<file path="src/rtl/prog_loader.sv">
`default_nettype none
// ============================================================================
// Module   : prog_loader
// Purpose  : Streams 9-bit machine-code words into instruction memory from
//            address 0 and holds the CPU in reset until a program is loaded.
// Revision : 1.0 - initial release
// ============================================================================
module prog_loader #(
    parameter int D = 12
) (
    input  logic         clk,
    input  logic         reset,
    input  logic         start,
    input  logic         load_valid,
    input  logic [8:0]   load_data,
    input  logic         load_last,
    output logic         load_ready,
    output logic         wr_en,
    output logic [D-1:0] wr_addr,
    output logic [8:0]   wr_data,
    output logic [D:0]   word_count,
    output logic [8:0]   checksum,
    output logic         done,
    output logic         err,
    output logic         cpu_hold
);

    localparam logic [1:0] c_s_idle = 2'd0;
    localparam logic [1:0] c_s_load = 2'd1;
    localparam logic [1:0] c_s_done = 2'd2;
    localparam logic [1:0] c_s_err  = 2'd3;

    logic [1:0]   r_state;
    logic [1:0]   w_state_nxt;
    logic         w_accept;
    logic         w_new_session;
    logic [D-1:0] r_addr;
    logic         r_load_ready;
    logic         r_wr_en;
    logic [D-1:0] r_wr_addr;
    logic [8:0]   r_wr_data;
    logic [D:0]   r_word_count;
    logic [8:0]   r_checksum;
    logic         r_done;
    logic         r_err;
    logic         r_cpu_hold;

    always_comb begin
        w_state_nxt   = r_state;
        w_new_session = 1'b0;
        w_accept      = (r_state == c_s_load) && r_load_ready && load_valid;
        case (r_state)
            c_s_load: begin
                if (w_accept) begin
                    if (load_last) begin
                        w_state_nxt = c_s_done;
                    end else if (&r_addr) begin
                        w_state_nxt = c_s_err;
                    end
                end
            end
            default: begin
                if (start) begin
                    w_state_nxt   = c_s_load;
                    w_new_session = 1'b1;
                end
            end
        endcase
    end

    always_ff @(posedge clk) begin
        if (reset) begin
            r_state      <= c_s_idle;
            r_addr       <= '0;
            r_load_ready <= 1'b0;
            r_wr_en      <= 1'b0;
            r_wr_addr    <= '0;
            r_wr_data    <= '0;
            r_word_count <= '0;
            r_checksum   <= '0;
            r_done       <= 1'b0;
            r_err        <= 1'b0;
            r_cpu_hold   <= 1'b1;
        end else begin
            r_state      <= w_state_nxt;
            // Status flags follow the next state so they appear the cycle after the deciding edge.
            r_load_ready <= (w_state_nxt == c_s_load);
            r_done       <= (w_state_nxt == c_s_done);
            r_err        <= (w_state_nxt == c_s_err);
            r_cpu_hold   <= (w_state_nxt != c_s_done);
            r_wr_en      <= w_accept;
            if (w_new_session) begin
                r_addr       <= '0;
                r_word_count <= '0;
                r_checksum   <= '0;
            end
            if (w_accept) begin
                r_wr_addr    <= r_addr;
                r_wr_data    <= load_data;
                r_word_count <= r_word_count + (D+1)'(1);
                r_checksum   <= r_checksum ^ load_data;
                if (!(&r_addr)) begin
                    r_addr <= r_addr + D'(1);
                end
            end
        end
    end

    assign load_ready = r_load_ready;
    assign wr_en      = r_wr_en;
    assign wr_addr    = r_wr_addr;
    assign wr_data    = r_wr_data;
    assign word_count = r_word_count;
    assign checksum   = r_checksum;
    assign done       = r_done;
    assign err        = r_err;
    assign cpu_hold   = r_cpu_hold;

endmodule
`default_nettype wire

</file>
<file path="config.mk">
export PLATFORM = sky130hd
export DESIGN_NAME = prog_loader
export DESIGN_NICKNAME = d
export VERILOG_FILES = /design/src/rtl/prog_loader.sv
export SDC_FILE = /design/constraint.sdc
export NUM_CORES = 1
export LEC_CHECK = 0
export BUFFER_PORTS_ARGS = -buffer_cell sky130_fd_sc_hd__buf_2
export CORE_ASPECT_RATIO = 0.5
export CORE_MARGIN = 2
export CORE_UTILIZATION = 43
export DETAILED_ROUTE_END_ITERATION = 6
export PLACE_DENSITY = 0.75
export SLEW_MARGIN = 20
export SYNTH_ARGS = -nofsm -noshare
export SYNTH_HDL_FRONTEND = slang
export SYNTH_SLANG_ARGS = --single-unit
export TNS_END_PERCENT = 30
</file>
<file path="constraint.sdc">
create_clock -name clk -period 3.95 [get_ports clk]
set_clock_uncertainty 0.1 [all_clocks]
set_input_delay 0 -clock clk [delete_from_list [all_inputs] [get_ports clk]]
set_output_delay 0 -clock clk [all_outputs]
set_load 0.1 [all_outputs]
</file>
# Word level (Yosys, flattened, before mapping)
# Cells that the tools add are included.
# word_totals
elab_cells	37
inputBits	14
regBits	62
# op_classes
n_bitwise	1
add_sub_neg	2
n_mux	14
eq_ne	5
reduce_logical	4
# ops
operator	count
$mux 12	3
$mux 13	2
$mux 9	2
$add 13x1->13 const B	1
$add 12x1->12 const B	1
$reduce_and 12->1	1
$mux 2	5
$xor 9x9->9	1
$eq 2x1->1 const B	2
$eq 2x2->1 const B	2
$logic_and 1x1->1	2
$mux 1	2
$ne 2x2->1 const B	1
$reduce_bool 2->1	1

# Longest topological paths before layout
# Gate-level depths: netlist of run 1.
# logic_depth
depth_word	6
depth_mapped	7
depth_no_buf	5

# Worst setup path before layout of run 1
# Ideal clock, no wire load.
# synth_path
kind	reg-to-reg
from	register r_word_count[0], in the netlist word_count[0]
to	register r_word_count[10], in the netlist word_count[10]
t_arrival_ns	2.302
t_required_ns	3.780
stages_incl_launch_ff	6
path_slack_ns	1.478
setup_time_ns	0.070
cell_sequence	dfxtp_1 ha_1 nand3_1 or3_1 or3_1 a21oi_1
# synth_between
elab_chain_len	2
# synth_rtl
element	line_no	source
from (decl)	42	logic [D:0] r_word_count;
from (signal assigned)	100	r_word_count <= r_word_count + (D+1)'(1);
$add 13x1->13	100	
$mux 13	97	if (w_accept) begin
# Every way passes these cells.
# A chain may end at the register's enable or synchronous reset.

# Final worst setup path of run 1
# layout_path
from	register r_state[0]
to	register r_state[0]
# layout_between
elab_chain_len	5
word_cells_on_any_way	8
# layout_rtl
element	line_no	source
from (decl)	33	logic [1:0] r_state;
from (signal assigned)	73	r_state <= c_s_idle;
from (signal assigned)	85	r_state <= w_state_nxt;
$eq 2x1->1	51, 52	
$logic_and 1x1->1 (2 in a row)	51	w_accept = (r_state == c_s_load) && r_load_ready && load_valid;
$mux 2	54	if (w_accept) begin
$mux 2 (*)	52	case (r_state)
# Mark *: on every way between the ends. The rest lies on a longest branch, timed or not.

==> results of run 1 <==
## power by group
part,switching (uW),internal (uW),total [uW]
clock,272,566,838
combinational,78.1,27.4,106
sequential,5.77,633,638
## area by class of cell
cell class              count  share of cell area (%)
clock buffers              10                    7.02
flip-flops and latches     62                    36.5
clock inverters             6                    2.50
repair buffers             74                    12.7
inverters                   8                   0.882
well taps                  77                    2.83
multi-input cells         223                    37.6
## flip-flops by register name, indices dropped and copies added, names as in the netlist, named ones only
| name | flops |
|---|---|
| checksum | 9 |
| cpu_hold | 1 |
| done | 1 |
| err | 1 |
| load_ready | 1 |
| r_addr | 12 |
| r_state | 1 |
| word_count | 13 |
| wr_addr | 12 |
| wr_data | 9 |
| wr_en | 1 |
## worst max-delay path, cell delays in order (launching register included)
cell and delay [ns]:
dfxtp_1 0.46, and4b_1 0.64, buf_4 0.35, a211oi_1 0.14, dlygate4sd3_1 0.63
## per-layer routing
metal  vias up  GRT usage, %  wire length (um)
li1       1248             -                 -
met5         -             0                 0
met1      1201          22.7              2770
met2        63          35.3              3100
met4         0          7.40                92
met3         8          7.67               393
## cell usage in the layout (no fill, tap or decap), types with 2 or more instances in the layout
cell | Yosys | layout
nand2b_1 | 3 | 3
mux2_2 | 9 | 9
buf_2 | 5 | 61
a22o_1 | 2 | 2
dfxtp_1 | 62 | 62
dlygate4sd3_1 | 0 | 12
clkinv_2 | 0 | 2
bufinv_16 | 0 | 2
a22oi_1 | 2 | 2
a31oi_1 | 4 | 4
a211oi_1 | 3 | 3
and2_1 | 3 | 3
inv_1 | 8 | 8
nor2b_1 | 2 | 2
nand4_1 | 6 | 6
ha_1 | 2 | 2
o211ai_1 | 6 | 6
clkinvlp_4 | 0 | 2
and4_1 | 5 | 5
nand3_1 | 12 | 12
a311oi_1 | 2 | 2
or2_0 | 2 | 2
or3_1 | 8 | 8
o21ai_0 | 14 | 14
and3_1 | 3 | 3
nand3b_1 | 2 | 2
nor2_1 | 19 | 19
nand2_1 | 53 | 53
a21oi_1 | 43 | 43
xnor2_1 | 2 | 2
clkbuf_16 | 0 | 9
## synth_stat cells, drive strengths merged
cell and instances:
a21boi 1, o2111ai 1, o221ai 1, a22o 2, and3 3, a2bb2oi 1, nor2b 2, and4b 1
o41a 1, nor3b 1, ha 2, mux2 9, a311oi 3, nand2 53, a211o 1, buf 9
o21ai 15, a211oi 3, a31oi 4, o22ai 1, a2111oi 1, and4 5, nand3b 2, and2 3
o211ai 6, nand4b 1, nand2b 3, or3 8, or2 3, a21oi 43, xnor2 2, a22oi 2
nand4 6, nand3 12, inv 8, clkbuf 10, nor2 19, nor3 1, dfxtp 62, o32ai 1
## per-stage QoR
| step | power, uW | instances | utilization [%] | hold WS (ns) |
|---|---|---|---|---|
| 6_report | 1580 | 460 | 56.7 | 0.218 |
| 4_1_cts | 1590 | 460 | 56.7 | 0.217 |
| 2_1_floorplan | 725 | 312 | - | 0.00904 |
| 3_5_place_dp | 747 | 432 | 49.3 | 0.155 |
| 5_1_grt | 1630 | 460 | 56.7 | 0.262 |
| 3_3_place_gp | 744 | 432 | 49.3 | 0.157 |
## repair_timing
item / 4_1_cts / 5_1_grt
endpoints found under the hold margin: 23 / 0
hold buffers: 12 / 0
setup buffers: 0 / 0
## final timing paths
path | from | endpoint
hold / removal | reset | word_count[1]$_SDFFE_PP0P_
setup reg to reg | r_state[0]$_SDFF_PP0_ | r_state[0]$_SDFF_PP0_
setup / recovery | r_state[0]$_SDFF_PP0_ | r_state[0]$_SDFF_PP0_
hold reg to reg | wr_addr[4]$_SDFFE_PP0P_ | wr_addr[4]$_SDFFE_PP0P_
## kinds of logic after synthesis
logic type | after synthesis | synth area share [%]
AOI/OAI and AO/OA | 87 | 19.9
xor gates and xnor gates | 2 | 0.665
adders and majority gates | 2 | 0.949
buffers and inverters | 27 | 4.37
DFF | 62 | 47.1
muxes | 9 | 3.84
and+or+nand+nor | 123 | 23.2
==> out/qor.yml, run 1 <==
run_status:
  status: "completed"
timing:
  relSlewSlack_pct: 34.7
  layout_setup_ws_ns: 1.50
  rsz0062_at_grt: "no"
  tightest_slew_ns: 0.980
  fin_tns_setup_ns: 0
  slew_viol_final: 0
  fin_crit_ns: 2.45
  max_freq_ghz: 0.409
  hold_viol_final: 0
  setup_viol: 0
  timing.final.crit_share_pct: 61.9
clock_tree:
  cts_inserted_buffers: 9
  cts_tree: "built"
  cts_resized: 0
  ctsRootBufferMaster: "clkbuf_16"
  clk_latency_ns: 0.33
  clk_pin_slew_worst_paths_ns: 0.05
  clockBufferDepth: 2
  htree_levels: 3
  cts.sinks: 62
drt:
  routed_via_density: 5.48
  wirelength_um: 6360
  ant_nets: 0
  drc: 0
  drt_iter0_drc: 162
  detail_route.wl_per_cell_um: 13.8
  drt-pass1-iter-count: 7
  num_vias: 2520
floorplan:
  start_util_pct: 43.9
  row_count: 20
  dieArea_um2: 6810
  io_pins: 62
  die_w_um: 115
  die_h_um: 59.4
  coreArea_um2: 6010
layout:
  synthToLayoutAreaGrowth_pct: 29.1
  finalNetCount: 394
  antennaDiodeCount: 0
  multi_input_area_um2: 1280
  nFillCells: 542
  finish.instance_area_um2: 3400
  seq_area_um2: 1240
  drive_above_1_share_pct: 23.5
yosys:
  synth_area_leaders: "dfxtp_1 (47%), a21oi_1 (8.2%), nand2_1 (7.5%), mux2_2 (3.8%), nor2_1 (2.7%)"
  synth_cell_types: 45
  syn-num-nets: 328
  synth.yosys.warnings: 0
  yosys.area.top_type: "dfxtp_1"
  syn_avg_cell_area_um2: 8.45
  synth.top_cell.area_share_pct: 47.1
  ys_seq_area_share_pct: 47.1
  netlist_area_um2: 2640
  ys_ff_latch: 62
  syn_inst: 312
critical_path:
  cp.required_ns: 4.06
  setup.worst_path.class: "flop to flop"
  cp-end-kind: "flop"
  r2r_slack_ns: 1.50
  cp.arrival_ns: 2.55
  cp_max_fo: 19
  reg2reg_depth: 4
  crit_path_start_kind: "flop"
power:
  powerDensity_nw_per_um2: 465
  vdd_drop_max_uv: 272
  p_leak_uw: 0.00136
worst_hold_path:
  hold_path.class: "input port to flop"
  hold_depth: 2
placement:
  place_area_um2: 2960
  dp_hpwl_um: 4280
  io_buffer_count: 61
  preCtsSetupSlack_ns: 1.78
  place_congestion: 0.828
global_routing:
  grt_max_degree: 57
  grt_overflow: 0
  antenna_found_initial: 0
  track_usage_pct: 20.1
  grt_pass1_wl_um: 10500
  grt_pass1_vias: 2376
run:
  cap_violations: 0
No activity file was read; power rests on OpenSTA's default activity.
==> inputs of run 2 (changes only) <==
==> constraint.sdc (replaced) <==
create_clock -name clk -period 2.3 [get_ports clk]
set_clock_uncertainty 0.1 [all_clocks]
set_input_delay 0 -clock clk [delete_from_list [all_inputs] [get_ports clk]]
set_output_delay 0 -clock clk [all_outputs]
set_load 0.1 [all_outputs]
==> run 2 against run 1 <==
  * Hold slack got worse by 0.18 ns
  * Via count fell by 0.28%
  * Non-clock buffer count rose by 3
  * Register-to-register slack got worse by 1.3 ns
  * Largest power group unchanged
  * Final cell count rose by 0.65%
==> out/qor.yml, run 2 (synthesized netlist as in run 1, its figures left out) <==
global_routing:
  antenna_found_initial: 0  # unchanged
  grt_pass1_vias: 2333  # -1.8%
  track_usage_pct: 19.7  # -0.33 points
  grt_max_degree: 31  # -46%
  grt_pass1_wl_um: 10500  # -0.46%
  grt_overflow: 0  # unchanged
power:
  p_leak_uw: 0.00136  # -0.33%
  switching_share_pct: 23.7  # +1.2 points
  clock_power_share_pct: 50.4  # -2.6 points
  vdd_drop_max_uv: 416  # +53%
  seqPwrFrac_pct: 42.5  # +2.1 points
  combPwrFrac_pct: 7.1  # +0.4 points
  power_switching_uw: 611  # +72%
  powerDensity_nw_per_um2: 760  # +63%
  internal_power_uw: 1970  # +61%
clock_tree:
  cts_inserted_buffers: 9  # unchanged
  cts_tree: "built"
  cts_resized: 0  # unchanged
  ctsRootBufferMaster: "clkbuf_16"
  cts_setup_buffers: 0  # unchanged
  cts.sinks: 62  # unchanged
  htree_levels: 3  # unchanged
  clockBufferDepth: 2  # unchanged
  clk_latency_ns: 0.32  # about the same
  clk_pin_slew_worst_paths_ns: 0.05  # about the same
drt:
  drt_iter0_drc: 174  # +7.4%
  drc: 0  # unchanged
  drt-pass1-iter-count: 4  # -3
  ant_nets: 0  # unchanged
  detail_route.wl_per_cell_um: 13.6  # -1.9%
  routed_via_density: 5.43  # -0.92%
  num_vias: 2513  # -0.28%
  wirelength_um: 6280  # -1.2%
critical_path:
  cp_max_fo: 10  # -9
  cp-end-kind: "flop"
  reg2reg_depth: 5  # +1
  startpoint: "r_addr[1]$_SDFF_PP0_"
  cp.required_ns: 2.46  # -1.60 ns
  setup.worst_path.class: "flop to flop"
  crit_path_start_kind: "flop"
  cp.arrival_ns: 2.23  # -0.32 ns
  reg2reg_from: "r_addr[1]$_SDFF_PP0_"
  r2r_slack_ns: 0.23  # -1.27 ns
  endpoint: "r_addr[0]$_SDFF_PP0_"
  r2r_end: "r_addr[0]$_SDFF_PP0_"
timing:
  tightest_slew_ns: 0.590  # -0.390 ns
  fin_tns_setup_ns: 0  # unchanged
  relSlewSlack_pct: 60.7  # +26 points
  rsz0062_at_grt: "no"
  fin_crit_ns: 2.07  # -0.377 ns
  setup_viol: 0  # unchanged
  slew_viol_final: 0  # unchanged
  timing.hold.ws_ns: 0.0434  # -0.175 ns
  timing.final.crit_share_pct: 90.0  # +28 points
  max_freq_ghz: 0.483  # +18%
  hold_viol_final: 0  # unchanged
run:
  cap_violations: 0  # unchanged
floorplan:
  die_w_um: 115  # unchanged
  row_count: 20  # unchanged
  io_pins: 62  # unchanged
  dieArea_um2: 6810  # unchanged
  coreArea_um2: 6010  # unchanged
  die_h_um: 59.4  # unchanged
  start_util_pct: 43.9  # unchanged
layout:
  antennaDiodeCount: 0  # unchanged
  finalNetCount: 397  # +0.76%
  final_cell_mix: "buf_2 (61), dfxtp_1 (59), nand2_1 (53)"
  largest_reg_flops: 13  # unchanged
  drive_above_1_share_pct: 24.9  # +1.4 points
  nFillCells: 587  # +8.3%
  seq_area_um2: 1240  # +0.30%
  synthToLayoutAreaGrowth_pct: 28.8
  final_common_cell: "buf_2"
  multi_input_area_um2: 1280  # unchanged
worst_hold_path:
  hold_path.class: "input port to flop"
  hold_depth: 2  # unchanged
placement:
  dp_hpwl_um: 4360  # +2.0%
  place_congestion: 0.780  # -5.8%
  io_buffer_count: 61  # unchanged
run_status:
  status: "completed"
## run 2: worst max-delay path: stages (launching register included)
cell	delay [ns]
dfxtp_1	0.39
ha_1	0.22
and3_1	0.39
a31oi_1	0.23
nor3_1	0.44
mux2_2	0.24
## run 2: power groups by stage
| stage | clock (uW) | sequential [uW] | combinational [uW] |
|---|---|---|---|
| after floorplan | 0 | 1180 | 62.4 |
| after global placement | 0 | 1120 | 167 |
| after detailed placement | 0 | 1120 | 169 |
| after CTS | 1330 | 1100 | 184 |
| after global routing | 1380 | 1100 | 197 |
| final | 1300 | 1100 | 184 |
## run 2: routing by layer
layer  part of all wire [%]  global-route usage, %  up-vias
li1                       -                      -     1257
met1                     46                   23.6     1186
met2                     48                   34.0       64
met3                    4.7                   5.52        6
met4                   0.89                   8.78        0
met5                      0                      0        -
## run 2: layout make-up
class,instances,area share (%)
Tap cell,77,2.84
Multi-Input combinational cell,223,37.7
Clock buffer,10,6.74
Inverter,8,0.884
Timing Repair Buffer,77,13.3
Sequential cell,62,36.7
Clock inverter,6,1.84
## run 2: worst min-delay path by stage
stage                         start                      end
after floorplan           load_last    r_state[0]$_SDFF_PP0_
after global placement    load_last    r_state[0]$_SDFF_PP0_
after detailed placement  load_last    r_state[0]$_SDFF_PP0_
after CTS                     reset  wr_addr[8]$_SDFFE_PP0P_
after global routing          reset     r_addr[1]$_SDFF_PP0_
final                         reset     r_addr[1]$_SDFF_PP0_
## run 2: per-stage QoR
| step | total power (uW) | std cells | area [um^2] | util [%] | setup slack (ns) |
|---|---|---|---|---|---|
| finish | 2580 | 463 | 3400 | 56.5 | 0.230 |
| global route | 2670 | 463 | 3400 | 56.5 | 0.0680 |
| CTS | 2610 | 463 | 3400 | 56.5 | 0.263 |
| detailed placement | 1290 | 436 | 2990 | 49.9 | 0.294 |
| global placement | 1280 | 436 | 2990 | 49.9 | 0.381 |
| floorplan | 1240 | 312 | 2640 | - | 0.0425 |
## run 2: repair_timing
action | CTS | global route
endpoints found under the hold margin | 23 | 0
hold buffers | 11 | 0
endpoints found under the setup margin | 0 | 0
